<file path="src/rtl/alu_issue_unit.sv">
// alu_issue_unit: registered issue/writeback front end for the 4-bit combinational ALU.
// Accepts one instruction per three cycles (IDLE -> EXEC -> WB), reads two operands
// from a small register file, drives the ALU, captures its result and flags, and
// writes the result back while holding the architectural carry and zero flags.
// Optional macro ALU_DBG_PORT_EN adds a combinational register-file read port
// (dbg_sel / dbg_data); with it undefined, those ports do not exist.
module alu_issue_unit #(
  parameter int DW = 4,
  parameter int RW = 2
) (
  input  logic              clk,
  input  logic              rst,
  input  logic              in_valid,
  output logic              in_ready,
  input  logic [3*RW+3:0]   in_instr,
  output logic [DW-1:0]     alu_a,
  output logic [DW-1:0]     alu_b,
  output logic [2:0]        alu_op,
  input  logic [DW-1:0]     alu_result,
  input  logic              alu_carr,
  input  logic              alu_zero,
  output logic              done,
  output logic [DW-1:0]     wb_data,
  output logic              flag_c,
  output logic              flag_z,
  output logic              busy
`ifdef ALU_DBG_PORT_EN
  ,
  input  logic [RW-1:0]     dbg_sel,
  output logic [DW-1:0]     dbg_data
`endif
);

  typedef enum logic [1:0] {
    IDLE = 2'b00,
    EXEC = 2'b01,
    WB   = 2'b10
  } state_t;

  state_t state, state_d;

  logic [DW-1:0] regs [2**RW];
  logic [RW-1:0] rd_q;
  logic          c_q;
  logic          z_q;

  logic            ldi;
  logic [2:0]      op;
  logic [RW-1:0]   rd;
  logic [RW-1:0]   rs1;
  logic [RW-1:0]   rs2;
  logic [2*RW-1:0] imm_raw;
  logic [DW-1:0]   imm;

  assign {ldi, op, rd, rs1, rs2} = in_instr;
  assign imm_raw = {rs1, rs2};

  // The immediate is the concatenated source fields, fitted to the data width.
  generate
    if (2 * RW >= DW) begin : g_imm_trunc
      assign imm = imm_raw[DW-1:0];
    end else begin : g_imm_ext
      assign imm = {{(DW - 2 * RW){1'b0}}, imm_raw};
    end
  endgenerate

  assign in_ready = (state == IDLE);
  assign busy     = (state != IDLE);
  assign done     = (state == WB);

  // State register.
  always_ff @(posedge clk) begin
    if (rst) state <= IDLE;
    else     state <= state_d;
  end

  // Next-state logic: a fixed three-cycle walk once an instruction is accepted.
  always_comb begin
    state_d = state;
    case (state)
      IDLE:    if (in_valid) state_d = EXEC;
      EXEC:    state_d = WB;
      WB:      state_d = IDLE;
      default: state_d = IDLE;
    endcase
  end

  // Datapath: operand issue on accept, result capture in EXEC, writeback in WB.
  always_ff @(posedge clk) begin
    if (rst) begin
      regs    <= '{default: '0};
      alu_a   <= '0;
      alu_b   <= '0;
      alu_op  <= '0;
      rd_q    <= '0;
      wb_data <= '0;
      c_q     <= 1'b0;
      z_q     <= 1'b0;
      flag_c  <= 1'b0;
      flag_z  <= 1'b0;
    end else begin
      case (state)
        IDLE: begin
          if (in_valid) begin
            if (ldi) begin
              alu_a  <= imm;
              alu_b  <= '0;
              alu_op <= 3'b000;
            end else begin
              alu_a  <= regs[rs1];
              alu_b  <= regs[rs2];
              alu_op <= op;
            end
            rd_q <= rd;
          end
        end
        EXEC: begin
          wb_data <= alu_result;
          c_q     <= alu_carr;
          z_q     <= alu_zero;
        end
        WB: begin
          regs[rd_q] <= wb_data;
          flag_c     <= c_q;
          flag_z     <= z_q;
        end
        default: ;
      endcase
    end
  end

`ifdef ALU_DBG_PORT_EN
  assign dbg_data = regs[dbg_sel];
`else
  // No observation port: the register file is visible only through instructions.
`endif

endmodule

</file>
<file path="config.mk">
export PLATFORM = sky130hd
export DESIGN_NAME = alu_issue_unit
export DESIGN_NICKNAME = d
export VERILOG_FILES = /design/src/rtl/alu_issue_unit.sv
export SDC_FILE = /design/constraint.sdc
export NUM_CORES = 1
export LEC_CHECK = 0
export BUFFER_PORTS_ARGS = -buffer_cell sky130_fd_sc_hd__buf_2
export CAP_MARGIN = 15
export CORE_MARGIN = 8
export CORE_UTILIZATION = 40
export DETAILED_ROUTE_END_ITERATION = 10
export GPL_TIMING_DRIVEN = 0
export PLACE_DENSITY = 0.64
export SETUP_SLACK_MARGIN = 0.4
export SLEW_MARGIN = 20
export SYNTH_ARGS = -nofsm -noshare
export SYNTH_HDL_FRONTEND = slang
export SYNTH_SLANG_ARGS = --single-unit
export TNS_END_PERCENT = 50
</file>
<file path="constraint.sdc">
create_clock -name clk -period 1.3 [get_ports clk]
set_clock_uncertainty 0.15 [all_clocks]
set_input_delay 0.13 -clock clk [delete_from_list [all_inputs] [get_ports clk]]
set_output_delay 0.13 -clock clk [all_outputs]
set_load 0.02 [all_outputs]
</file>
==> impl_metrics.csv <==
group,metric,value,unit
floorplanning,die_area,6530,um2
logic_synthesis,netlist.area_leader.share,46.5,%
global_route,grt_use_total,14.6,%
floorplanning,io_pins,39,
detailed_routing,drt_iter0_drc,76,
global_route,grtUsageMet2,23.0,%
worst_hold_path,hp-class,"input pin to register",
cells_and_area,final_cell_area,2490,um2
placement,placedCellCount,258,
critical_path,crit_arrival,1.51,ns
critical_path,r2r_slack,-0.19,ns
detailed_routing,wl_per_cell,15.9,um
logic_synthesis,yosysUniqueCellTypes,29,
global_route,grt_pass1_vias,1452,
sta,setup_tns,-3.29,ns
cells_and_area,drive_above_1_share,43.2,%
detailed_routing,firstDrtPassIters,4,
logic_synthesis,synthFlopType,"dfxtp_1",
floorplanning,start_util,41.7,%
cells_and_area,n_antenna_cell,0,
cells_and_area,final_cells,286,
global_route,grt_pass1_wl,7380,um
power,pwr_density_cell,1060,nW/um2
logic_synthesis,synth_top_cell_by_area,"dfxtp_1",
logic_synthesis,ys_seq_area_share,46.5,%
detailed_routing,vias,1447,
run,cap_violations,0,
cells_and_area,nets,254,
placement,dp_hpwl,3090,um
global_route,gr-max-usage-layer,"met2",
global_route,use_met1,17.8,%
clock_network,clk_latency,0.30,ns
sta,finalWorstSetupSlack,-0.186,ns
logic_synthesis,ys_top_cells_by_area,"dfxtp_1, mux2i_1, nor2_1",
floorplanning,die_w,80.8,um
global_route,use_met3,5.08,%
cells_and_area,fillCellCount,360,
sta,finalMaxSlewViolations,0,
power,power.leakage,1.04,nW
clock_network,numCtsBuffers,5,
global_route,grt_antenna_before_repair,0,
logic_synthesis,ys_ff_latch,39,
global_route,grt-ovfl-total,0,
placement,pre_cts_ws,-0.246,ns
critical_path,critPathMaxFanout,10,
critical_path,critPathRequiredTime,1.33,ns
clock_network,cts_tree,"done",
sta,timing.hold.ws,-0.0401,ns
sta,finalSetupViolations,32,
clock_network,cts-htree-levels,2,
floorplanning,row_count,23,
critical_path,crit_path_end_kind,"register",
logic_synthesis,avgSynthCellArea,9.83,um2
logic_synthesis,synth_nets,190,
cells_and_area,areaGrowthSynthToFinish,48.2,%
run_status,status,"complete, but fails checks",
logic_synthesis,yosysWarnings,0,
logic_synthesis,synth_edf_count,0,
clock_network,postCtsHoldBufs,10,
sta,post-route-period-util,114,%
sta,rsz0062_at_grt,"true",
floorplanning,core_area,4030,um2
sta,fmax,673,MHz
logic_synthesis,synth_most_common_cell,"dfxtp_1",
logic_synthesis,synthCells,171,
critical_path,crit_slowest_cell,"or3b_1",
detailed_routing,via_per_inst,5.06,
critical_path,max_stage_delay,0.38,ns
power,max-vdd-ir-drop,0.616,mV
clock_network,cts_sinks,39,
power,power,2.65,mW
critical_path,start_kind,"register",
placement,placedInstanceArea,1960,um2
clock_network,cts_buffer_depth,2,
detailed_routing,drcViolationCount,0,
sta,worst_slew_pin_slew,0.579,ns
logic_synthesis,synth_area,1680,um2
placement,numPortBuffers,37,
global_route,grt_max_degree,14,
critical_path,crit_path_cell_trace,"or3b_1 > clkbuf_8 > buf_8 > a22oi_2 > nor2_1",
run_status,failed_checks,"hold timing, setup timing",
placement,place_congestion,0.775,
cells_and_area,final_util,61.8,%
logic_synthesis,synthArstFlopShare,0,%
critical_path,critical_path_class,"register to register",
sta,maxSlewHeadroom,61.4,%
detailed_routing,ant_nets,0,
logic_synthesis,ys_top_cells_by_count,"dfxtp_1, nor2_1, mux2i_1",
detailed_routing,wirelength,4540,um
floorplanning,die_h,80.8,um
sta,hold_viol_final,1,
clock_network,clk_pin_slew_worst_paths,0.08,ns
clock_network,root_buffer,"clkbuf_8",
sta,period_minus_slack,1.49,ns
-- cell type report --
| class | count | area, um2 | area share (%) |
|---|---|---|---|
| Multi-Input combinational cell | 118 | 935 | 37.5 |
| Inverter | 3 | 11.3 | 0.452 |
| Tap cell | 50 | 62.6 | 2.51 |
| Buffer | 11 | 92.6 | 3.72 |
| Timing Repair Buffer | 57 | 475 | 19.1 |
| Clock inverter | 3 | 43.8 | 1.76 |
| Sequential cell | 39 | 801 | 32.2 |
| Clock buffer | 5 | 68.8 | 2.76 |
-- where the power goes --
part | leakage (nW) | total (mW) | switching [mW] | internal [mW]
Combinational | 0.659 | 0.383 | 0.187 | 0.196
Sequential | 0.322 | 1.26 | 0.0324 | 1.22
Clock | 0.0581 | 1.01 | 0.439 | 0.571
Total | 1.04 | 2.65 | 0.659 | 1.99
-- what timing repair did --
action / CTS / global route
endpoints found under the hold margin: 11 / 1
buffers inserted: 6 / 2
cloned: 2 / 0
endpoints found under the setup margin: 59 / 59
pin swaps: 6 / 7
resized for setup: 52 / 18
-- worst max-delay path: cells and delay by family, from the launching register on --
family | cells | cell delay, ns
and+or+nand+nor | 2 | 0.43
DFF | 1 | 0.33
AOI/OAI and AO/OA | 1 | 0.14
buffers and inverters | 2 | 0.31
-- layer usage --
metal	part of all wire, %	up-vias
met5	0	-
met1	45	672
met2	46	39
met3	7.4	6
li1	-	730
met4	1.5	0
-- placed cells by master (no fill, tap or decap), types with 6 or more instances in the layout --
cell type      instances
mux2i_1               20
buf_6                 11
dlygate4sd3_1         10
nand2_1               19
buf_2                 20
nor2_1                27
buf_4                 18
a21oi_1               13
dfxtp_2               10
dfxtp_1               27
clkbuf_8               6
-- sequential cells by signal, indices dropped and copies added (netlist names) --
| signal | cells |
|---|---|
| flag_z | 1 |
| wb_data | 4 |
| alu_a | 4 |
| alu_b | 4 |
| state | 2 |
| rd_q | 2 |
| regs | 16 |
| alu_op | 3 |
| z_q | 1 |
| c_q | 1 |
| flag_c | 1 |
-- cell families after synthesis --
| family | count (synthesis) | synth area share, % |
|---|---|---|
| AOI/OAI and AO/OA | 25 | 9.68 |
| buffers and inverters | 14 | 3.87 |
| and+or+nand+nor | 63 | 18.7 |
| DFF | 39 | 46.5 |
| muxes | 30 | 21.3 |
-- final timing paths --
kind | from | endpoint | cells after the start
hold / removal | in_instr[6] | alu_op[0] | 3
setup reg to reg | state[1] | alu_b[1] | 5
setup / recovery | state[1] | alu_b[1] | 5
hold reg to reg | z_q | z_q | 2
Power figures use the tool's default switching activity.
